==> src/rtl/lsu_bus_master_pkg.sv <==
// Shared encodings and helpers for the LSU bus master.
// Load/store type codes, FSM states, byte-enable, store-replicate and load-extend functions.
package lsu_bus_master_pkg;

    localparam logic [2:0] LS_WORD   = 3'b000;
    localparam logic [2:0] LS_HALF_S = 3'b001;
    localparam logic [2:0] LS_HALF_U = 3'b010;
    localparam logic [2:0] LS_BYTE_S = 3'b011;
    localparam logic [2:0] LS_BYTE_U = 3'b100;

    typedef enum logic [1:0] {
        ST_IDLE  = 2'b00,
        ST_ISSUE = 2'b01,
        ST_WAIT  = 2'b10,
        ST_DONE  = 2'b11
    } state_e;

    typedef enum logic [1:0] {
        SZ_WORD = 2'b00,
        SZ_HALF = 2'b01,
        SZ_BYTE = 2'b10
    } size_e;

    // Codes 101..111 fall through to word.
    function automatic size_e size_of(input logic [2:0] ls);
        size_e sz;
        case (ls)
            LS_HALF_S, LS_HALF_U: sz = SZ_HALF;
            LS_BYTE_S, LS_BYTE_U: sz = SZ_BYTE;
            default:              sz = SZ_WORD;
        endcase
        return sz;
    endfunction

    function automatic logic is_signed(input logic [2:0] ls);
        return (ls == LS_HALF_S) || (ls == LS_BYTE_S);
    endfunction

    function automatic logic [3:0] be_of(input logic [2:0] ls,
                                         input logic [1:0] lo);
        logic [3:0] be;
        case (size_of(ls))
            SZ_HALF: be = lo[1] ? 4'b1100 : 4'b0011;
            SZ_BYTE: be = 4'b0001 << lo;
            default: be = 4'b1111;
        endcase
        return be;
    endfunction

    function automatic logic [31:0] wdata_of(input logic [2:0] ls,
                                             input logic [31:0] wd);
        logic [31:0] w;
        case (size_of(ls))
            SZ_HALF: w = {wd[15:0], wd[15:0]};
            SZ_BYTE: w = {4{wd[7:0]}};
            default: w = wd;
        endcase
        return w;
    endfunction

    function automatic logic misaligned(input logic [2:0] ls,
                                        input logic [1:0] lo);
        logic m;
        case (size_of(ls))
            SZ_WORD: m = (lo != 2'b00);
            SZ_HALF: m = lo[0];
            default: m = 1'b0;
        endcase
        return m;
    endfunction

    function automatic logic [31:0] extend(input logic [31:0] rdata,
                                           input logic [3:0]  be,
                                           input logic [2:0]  ls);
        logic [15:0] h;
        logic [7:0]  b;
        logic [31:0] r;
        h = be[2] ? rdata[31:16] : rdata[15:0];
        case (be)
            4'b0010: b = rdata[15:8];
            4'b0100: b = rdata[23:16];
            4'b1000: b = rdata[31:24];
            default: b = rdata[7:0];
        endcase
        case (size_of(ls))
            SZ_HALF: r = {{16{is_signed(ls) & h[15]}}, h};
            SZ_BYTE: r = {{24{is_signed(ls) & b[7]}}, b};
            default: r = rdata;
        endcase
        return r;
    endfunction

endpackage

==> src/rtl/lsu_bus_master_load_align.sv <==
// Load lane select and sign/zero extension.
// Pure combinational: (mem_rdata, mem_be, ls_type) -> 32-bit load result.
module lsu_load_align
    import lsu_bus_master_pkg::*;
(
    input  logic [31:0] mem_rdata,
    input  logic [3:0]  mem_be,
    input  logic [2:0]  ls_type,
    output logic [31:0] rd_data
);

    assign rd_data = extend(mem_rdata, mem_be, ls_type);

endmodule

==> src/rtl/lsu_bus_master.sv <==
// LSU bus master: one CPU load/store per IDLE->ISSUE->WAIT->DONE pass with ack timeout.
// Define LSU_ALIGN_CHECK_EN to reject misaligned word/half accesses without a bus cycle.
module lsu_bus_master
    import lsu_bus_master_pkg::*;
#(
    parameter int TIMEOUT_CYC = 255
) (
    input  logic        clk,
    input  logic        rst_n,
    input  logic        req_valid,
    input  logic        req_we,
    input  logic [2:0]  ls_type,
    input  logic [31:0] addr,
    input  logic [31:0] wd,
    output logic        stall,
    output logic [31:0] rd,
    output logic        rd_valid,
    output logic        mem_req,
    output logic        mem_we,
    output logic [31:0] mem_addr,
    output logic [3:0]  mem_be,
    output logic [31:0] mem_wdata,
    input  logic        mem_ack,
    input  logic [31:0] mem_rdata,
    output logic        err
);

    localparam int CW = (TIMEOUT_CYC < 2) ? 1 : $clog2(TIMEOUT_CYC + 1);
    localparam logic [CW-1:0] CNT_LAST = CW'(TIMEOUT_CYC - 1);

    state_e      state_q;
    state_e      state_d;
    logic [CW-1:0] cnt_q;
    logic [CW-1:0] cnt_d;
    logic        we_q;
    logic [2:0]  ls_q;
    logic [31:0] addr_q;
    logic [3:0]  be_q;
    logic [31:0] wdata_q;
    logic [31:0] rd_q;
    logic        err_q;
    logic        accept;
    logic        reject;
    logic        capture;
    logic        abort;
    logic        bad;
    logic [31:0] load_data;

`ifdef LSU_ALIGN_CHECK_EN
    assign bad = misaligned(ls_type, addr[1:0]);
`else
    assign bad = 1'b0;
`endif

    lsu_load_align u_align (
        .mem_rdata (mem_rdata),
        .mem_be    (be_q),
        .ls_type   (ls_q),
        .rd_data   (load_data)
    );

    always_comb begin
        state_d  = state_q;
        cnt_d    = cnt_q;
        stall    = 1'b0;
        mem_req  = 1'b0;
        rd_valid = 1'b0;
        accept   = 1'b0;
        reject   = 1'b0;
        capture  = 1'b0;
        abort    = 1'b0;
        case (state_q)
            ST_IDLE: begin
                if (req_valid) begin
                    stall   = 1'b1;
                    accept  = 1'b1;
                    reject  = bad;
                    state_d = bad ? ST_DONE : ST_ISSUE;
                end
            end
            ST_ISSUE: begin
                stall   = 1'b1;
                mem_req = 1'b1;
                cnt_d   = '0;
                if (mem_ack) begin
                    capture = 1'b1;
                    state_d = ST_DONE;
                end else begin
                    state_d = ST_WAIT;
                end
            end
            ST_WAIT: begin
                stall = 1'b1;
                if (mem_ack) begin
                    capture = 1'b1;
                    state_d = ST_DONE;
                end else if (cnt_q == CNT_LAST) begin
                    abort   = 1'b1;
                    state_d = ST_DONE;
                end else begin
                    cnt_d = cnt_q + 1'b1;
                end
            end
            ST_DONE: begin
                rd_valid = ~we_q;
                state_d  = ST_IDLE;
            end
            default: state_d = ST_IDLE;
        endcase
    end

    always_ff @(posedge clk or negedge rst_n) begin
        if (!rst_n) begin
            state_q <= ST_IDLE;
            cnt_q   <= '0;
            we_q    <= 1'b0;
            ls_q    <= LS_WORD;
            addr_q  <= '0;
            be_q    <= '0;
            wdata_q <= '0;
            rd_q    <= '0;
            err_q   <= 1'b0;
        end else begin
            state_q <= state_d;
            cnt_q   <= cnt_d;
            if (accept) begin
                we_q    <= req_we;
                ls_q    <= ls_type;
                addr_q  <= {addr[31:2], 2'b00};
                be_q    <= be_of(ls_type, addr[1:0]);
                wdata_q <= wdata_of(ls_type, wd);
            end
            if (capture && !we_q) begin
                rd_q <= load_data;
            end
            // Aborted or rejected accesses report a zero result and latch err.
            if (abort || reject) begin
                rd_q  <= '0;
                err_q <= 1'b1;
            end
        end
    end

    assign mem_we    = we_q;
    assign mem_addr  = addr_q;
    assign mem_be    = be_q;
    assign mem_wdata = wdata_q;
    assign rd        = rd_q;
    assign err       = err_q;

endmodule

==> config.mk <==
export PLATFORM = sky130hd
export DESIGN_NAME = lsu_bus_master
export DESIGN_NICKNAME = d
export VERILOG_FILES = /design/src/rtl/lsu_bus_master_pkg.sv /design/src/rtl/lsu_bus_master_load_align.sv /design/src/rtl/lsu_bus_master.sv
export SDC_FILE = /design/constraint.sdc
export NUM_CORES = 1
export LEC_CHECK = 0
export CORE_ASPECT_RATIO = 1.4
export CORE_MARGIN = 3
export CORE_UTILIZATION = 34
export CTS_BUF_LIST = sky130_fd_sc_hd__clkbuf_4
export DETAILED_ROUTE_END_ITERATION = 7
export PLACE_DENSITY = 0.66
export SYNTH_ARGS = -nofsm -noshare
export SYNTH_HDL_FRONTEND = slang
export SYNTH_SLANG_ARGS = --single-unit
==> constraint.sdc <==
create_clock -name clk -period 4.3 [get_ports clk]
set_input_delay 1.29 -clock clk [delete_from_list [all_inputs] [get_ports clk]]
set_output_delay 1.29 -clock clk [all_outputs]
set_load 0.05 [all_outputs]
== Word-level counts from Yosys, hierarchy flattened ==
Index checks and enable logic that the tools add are counted.

* Add/sub/neg operators: 1
* Mux-type cells: 29
* Shifts and indexed selects: 1
* Multiply operators: 0
* Reductions and logical operators: 13
* Divide/modulo/power cells: 0
* Eq/ne operators: 23
* $lt $le $gt $ge: 0
* Bitwise gates (word level): 3

{| class="wikitable"
|+ Operators with widths
! cell !! number
|-
| $pmux 32 s2 || 2
|-
| $mux 32 || 2
|-
| $pmux 8 s3 || 1
|-
| $mux 16 || 1
|-
| $mux 8 || 2
|-
| $pmux 8 s2 || 1
|-
| $eq 3x2->1 const B || 4
|-
| $mux 1 || 10
|-
| $reduce_or 2->1 || 5
|-
| $add 8x1->8 const B || 1
|-
| $eq 2x2->1 const B || 4
|-
| $eq 8x8->1 const B || 1
|-
| $mux 2 || 4
|-
| $pmux 2 s2 || 2
|-
| $pmux 2 s4 || 1
|-
| $pmux 4 s2 || 1
|-
| $eq 2x1->1 const B || 3
|-
| $eq 3x1->1 const B || 2
|-
| $eq 3x3->1 const B || 2
|-
| $ne 2x2->1 const B || 3
|-
| $eq 4x2->1 const B || 1
|-
| $eq 4x3->1 const B || 1
|-
| $eq 4x4->1 const B || 1
|-
| $mux 4 || 1
|-
| other kinds (12) || 14
|}

* Bits in registers: 113
* Memory bits (writable): 0
* Word-level logic and storage cells: 79
* Input bits: 104
* Bits in latches: 0
* Bits in read-only memories: 0
* Memories kept: 0

== Longest topological paths before layout ==
* Depth after elaboration: 7
* Depth in mapped cells: 11

== By module ==
Synthesis repeated with hierarchy kept, for this count alone.

* Cells, all modules: 730
* Area, all modules: 6103.4 um^2

{| class="wikitable"
|+ By module, submodules not included
! module !! times used !! cells an instance !! area an instance (um^2)
|-
| lsu_bus_master || 1 || 562 || 4977.3
|-
| lsu_load_align || 1 || 168 || 1126.1
|}

== Worst setup path before layout ==
No wires, ideal clock.

* Path type: in2out
* From: input port req_valid
* To: output port stall
* Data arrival time: 2557 ps
* Required time: 3010 ps
* Stages: 5
* Setup slack: 453 ps
* Path through: and2_1 -> clkbuf_1 -> clkbuf_1 -> nor2_1 -> nor2_1

* Longest elaborated chain between the ends: 2

{| class="wikitable"
|+ Ends and longest elaborated chain
! item !! RTL line !! RTL
|-
| from (decl) || lsu_bus_master.sv:10 || <nowiki>input logic req_valid,</nowiki>
|-
| $mux 1 || lsu_bus_master.sv:74 || <nowiki>if (req_valid) begin</nowiki>
|-
| $pmux 1 s2 || lsu_bus_master.sv:72 || <nowiki>case (state_q)</nowiki>
|-
| to (decl) || lsu_bus_master.sv:15 || <nowiki>output logic stall,</nowiki>
|}

No other way between the ends.

== Worst setup path in the final report ==
Same ends and word-level chain as after synthesis.

==> impl_metrics.toml <==
[outcome]
status = "finished clean"

[synthesis]
synth_edf_count = 0
syn_area_per_cell_sq_um = 8.71
ys.flop_type = "dfrtp_1"
syn_area_sq_um = 5650
ys_seq_area_share_pct = 50.0
ys_ff_latch = 113
synth_common_cells = "181 x nand2_1, 113 x dfrtp_1, 77 x nor2_1, 35 x o21ai_0, 30 x clkbuf_1"
netlist.area_leader.share_pct = 50.0
synth_cell_type_count = 53
synthTopCellsByArea = "dfrtp_1 50%, nand2_1 12%, nor2_1 5.1%"
synthArstFlopShare_pct = 100
synth_most_common_cell = "nand2_1"
synth_cells = 649
synth_area_leader_cell = "dfrtp_1"
yosys_warnings = 0

[sta]
max_slew_margin_pct = 51.4
final.period_utilization_pct = 84.4
rsz0062_at_grt = "false"
fmax_mhz = 276
setup_viol = 0
worst_slew_pin_slew_ps = 729
fin_tns_setup_ps = 0
fin_skew_ps = 15.9
fin_crit_ps = 3630
final_max_slew_viol_count = 0
final-hold-violation-count = 0
hold_slack_ps = 481

[min_path]
min_delay_path_depth = 2
hp-class = "reg -> reg"
min_from = "mem_addr[18]"
holdPathEnd = "mem_addr[18]"

[cells_and_area]
drive_above_1_share_pct = 7.48
final_cells = 1056
syn2layout_area_growth_pct = 44.2
nets = 959
fillCellCount = 1592
postLayoutCellArea_sq_um = 8150

[clocking]
clk_path_buf_depth = 2
cts.sinks = 113
root_buffer = "clkbuf_4"
cts_tree = "yes"
post-cts-setup-buffer-count = 0
clk_pin_slew_ps = 110
cts_resized = 0
cts_max_level = 4
hold_buffers = 0
clk_latency_ps = 520
cts_made_buffers = 17

[setup_path]
crit_fanout = 3
r2r-start = "ls_q[0]"
r2r_cells = 8
critPathLaunchType = "primary input"
endpoint_kind = "output pin"
cp.arrival_ps = 2340
worstPathRequired_ps = 3010
path_class = "in -> out"
rrSetupSlack_ps = 1390
worstReg2RegEnd = "rd[21]"

[place]
dp.final_hpwl_um = 12300
port_buffers = 206
placedInstanceArea_sq_um = 7880
dp_cells = 1023
routabilityCongestion = 0.825

[route]
vias = 5334
first_pass_iters = 5
wirelength_um = 17300
first_iter_violations = 264
post_drt_wl_per_cell_um = 16.4
drc_errors = 0
viasPerCell = 5.05
drtAntennaViolNets = 0

[global_routing]
grt_pass1_wl_um = 27000
globalRouteTotalUtil_pct = 18.8
grt_max_degree = 114
grt_overflow_total = 0
grt_pass1_vias = 5220
antenna_found_initial = 1

[floorplanning]
die_area_sq_um = 18200
ios = 209
core-area_sq_um = 16200
die_h_um = 159
start_util_pct = 34.8
die_w_um = 115
rows = 55

[pwr]
ir_worst_vdd_uv = 457
p_per_area_nw_per_um2 = 875
power.leakage_nw = 3.64

[flow_run]
cap_viol_max_count = 0
==> per-layer routing <==
metal | part of all wire (%) | track usage (%)
met5 | 0 | 0
met4 | 1.6 | 7.33
met2 | 49 | 31.0
met3 | 8.4 | 6.92
met1 | 40 | 22.3
==> state kept, by name (all words and copies together) (netlist names) <==
register,flops
mem_addr,30
rd,32
state_q,2
ls_q,3
mem_we,1
mem_wdata,32
err,1
mem_be,4
cnt_q,8
==> kinds of logic after synthesis <==
kind of cell / after synthesis / synth area share [%]
DFF: 113 / 50.0
adders and majority gates: 12 / 2.66
AOI/OAI and AO/OA: 155 / 19.3
muxes: 2 / 0.376
buffers and inverters: 63 / 4.72
xor gates and xnor gates: 8 / 1.24
and+or+nand+nor: 295 / 21.6
other: 1 / 0.0664
==> critical path: stages <==
cell,delay (ps)
clkdlybuf4s50_1,500
and2_2,160
nor2_1,40
nor2_1,170
buf_12,170
==> report_power, final <==
group	internal (mW)	total (mW)	switching, mW
clock network	0.339	0.775	0.436
logic	1.49	4.53	3.04
registers	1.52	1.83	0.303
total	3.35	7.13	3.78
==> layout by cell type, fill, tap and decap left out, types with 7 or more instances in the layout <==
cell type / Yosys / final
buf_4: 2 / 9
xor2_1: 7 / 7
a22o_1: 9 / 9
o21ai_2: 10 / 10
ha_1: 12 / 12
a221o_1: 8 / 8
o21ai_1: 10 / 10
a22oi_1: 15 / 15
clkbuf_4: 0 / 17
nand3_1: 8 / 8
inv_1: 21 / 21
nand2_1: 181 / 180
clkdlybuf4s50_1: 0 / 204
dfrtp_1: 113 / 113
a21oi_1: 25 / 25
nor2_1: 77 / 76
a221oi_1: 8 / 8
o21ai_0: 35 / 35
==> metrics by stage <==
stage / utilization, % / total power [mW] / worst slack, ps
after floorplan: - / 4.93 / 453
after global placement: 48.5 / 6.36 / 691
after detailed placement: 48.5 / 6.40 / 671
after CTS: 50.2 / 7.21 / 667
after global routing: 50.2 / 7.59 / 614
final: 50.2 / 7.13 / 672
==> how the worst max path moves through the flow <==
| stage | to | cells after the start | slack, ps | start |
|---|---|---|---|---|
| after floorplan | stall | 5 | 450 | req_valid |
| after CTS | stall | 5 | 670 | req_valid |
| final | stall | 5 | 670 | req_valid |
| after detailed placement | stall | 5 | 670 | req_valid |
| after global routing | stall | 5 | 610 | req_valid |
| after global placement | stall | 5 | 690 | req_valid |
==> layout make-up <==
class	instances	area, sq um	area share, %
Sequential cell	113	2830	34.7
Clock inverter	15	144	1.77
Antenna cell	1	2.50	0.0307
Tap cell	199	249	3.05
Timing Repair Buffer	215	2150	26.4
Clock buffer	17	128	1.57
Multi-Input combinational cell	474	2570	31.5
Inverter	22	82.6	1.01
Note: power is estimated with default switching activity, not from simulation.
==> patch (same flow settings) <==
The parameter `TIMEOUT_CYC` goes from 255 to 510.
--- a/src/rtl/lsu_bus_master.sv
+++ b/src/rtl/lsu_bus_master.sv
@@ -4,5 +4,5 @@
     import lsu_bus_master_pkg::*;
 #(
-    parameter int TIMEOUT_CYC = 255
+    parameter int TIMEOUT_CYC = 510
 ) (
     input  logic        clk,
Behaviour: same outputs for any inputs over 4 cycles, from zero or initial values and one cycle with rst_n low; that may be too few to reach the edited logic, so the function may still have changed.
==> patch against the original RTL <==
Final area up 1.5%; clock skew up 0.0088 ns; wire length up 0.42%; global-route usage up 0.45 points; fmax up 0.24%; sequential cell count up 1; total power down 1.0%; worst setup slack better by 0.0086 ns; area after synthesis up 1.7%; largest power group unchanged.
==> patch: results (changes against the original RTL) <==
- The aggregate routed wire length is 17400 microns (was 17300 microns).
- The number of non-clock inverters is 19 (was 22).
- The via count of the first global-routing pass is 5427 (was 5220).
- The synthesized-area fraction occupied by xor and xnor cells is 1.22% (was 1.24%).
- The half-perimeter wire length of the detailed placement result is 12500 microns (was 12300 microns).
- The count of non-CTS buffers in the layout is 214 (was 215).
- The final RePlAce weighted congestion was 0.781 (was 0.825).
- The overall global routing resource usage is 19.3% (was 18.8%).
- The global-route wire length before repair came to 28300 microns (was 27000 microns).
- Most common library cells after synthesis: sky130_fd_sc_hd__nand2_1 (184), sky130_fd_sc_hd__dfrtp_1 (114), sky130_fd_sc_hd__nor2_1 (68), sky130_fd_sc_hd__a21oi_1 (34), sky130_fd_sc_hd__o21ai_0 (34) (was sky130_fd_sc_hd__nand2_1 (181), sky130_fd_sc_hd__dfrtp_1 (113), sky130_fd_sc_hd__nor2_1 (77), sky130_fd_sc_hd__o21ai_0 (35), sky130_fd_sc_hd__clkbuf_1 (30)).
- The tightest slew margin relative to the limit was 34.6% (was 51.4%).
- The launch instance of the worst min-delay path is mem_addr[27] (was mem_addr[18]).
- The final sequential cell count is 114 (was 113).
- The number of cells after detailed placement came to 1034 (was 1023).
- The count of multi-input gates is 488 (was 474).
- Synth top area cells: sky130_fd_sc_hd__dfrtp_1 (50%), sky130_fd_sc_hd__nand2_1 (12%), sky130_fd_sc_hd__nor2_1 (4.4%), sky130_fd_sc_hd__a21oi_1 (3.0%), sky130_fd_sc_hd__o21ai_0 (3.0%) (was sky130_fd_sc_hd__dfrtp_1 (50%), sky130_fd_sc_hd__nand2_1 (12%), sky130_fd_sc_hd__nor2_1 (5.1%), sky130_fd_sc_hd__o21ai_0 (3.1%), sky130_fd_sc_hd__ha_1 (2.7%)).
- The fill cell total of the finished layout is 1584 (was 1592).
- The maximum vdd drop came to 386 uV (was 457 uV).
- The fraction of power spent switching nets is 51.6% (was 53.0%).
- The synthesized-area fraction occupied by ao, oa, aoi and oai cells was 16.5% (was 19.3%).
- The worst slack at placement is 0.668 ns (was 0.671 ns).
- The area of the die was 18500 sq um (was 18200 sq um).
- Outcome: completed (unchanged).
- The iteration count of the initial detailed-routing pass was 4 (was 5).
- The fraction of area in clock buffers and inverters came to 3.48% (was 3.33%).
- The number of cells on the worst reg-to-reg path is 7 (was 8).
- The clock skew after layout is 0.0247 ns (was 0.0159 ns).
- The worst flop-to-flop path endpoint is rd[22] (was rd[21]).
- The buffering overhead is 26.1% (was 26.4%).
- The initial detailed-routing violation count is 250 (was 264).
- The average via count per standard cell was 4.95 (was 5.05).
patch: routing by layer:
layer  vias to the layer above  GRT usage, %  wire (microns)
li1                       2616             -               -
met1                      2507          23.2            7080
met5                         -             0               0
met4                         0          6.65             250
met2                       140          32.7            9020
met3                        18          5.31            1020
patch: through the flow:
stage,area [sq um],power (mW),utilization [%],hold slack [ns]
finish,8270,7.05,50.5,0.485
global route,8270,7.52,50.5,0.510
CTS,8270,7.13,50.5,0.487
detailed placement,7980,6.29,48.7,0.461
global placement,7980,6.24,48.7,0.457
floorplan,5750,4.82,-,0.496
patch: how the worst max path moves through the flow:
| stage | startpoint | slack [ns] | endpoint |
|---|---|---|---|
| final | req_valid | 0.68 | stall |
| after detailed placement | req_valid | 0.67 | stall |
| after CTS | req_valid | 0.67 | stall |
| after floorplan | req_valid | 0.45 | stall |
| after global routing | req_valid | 0.60 | stall |
| after global placement | req_valid | 0.68 | stall |
patch: worst max-delay path: cells and delay by family:
family                 cells  cell delay [ns]
buffers and inverters      2             0.67
and+or+nand+nor            3             0.37
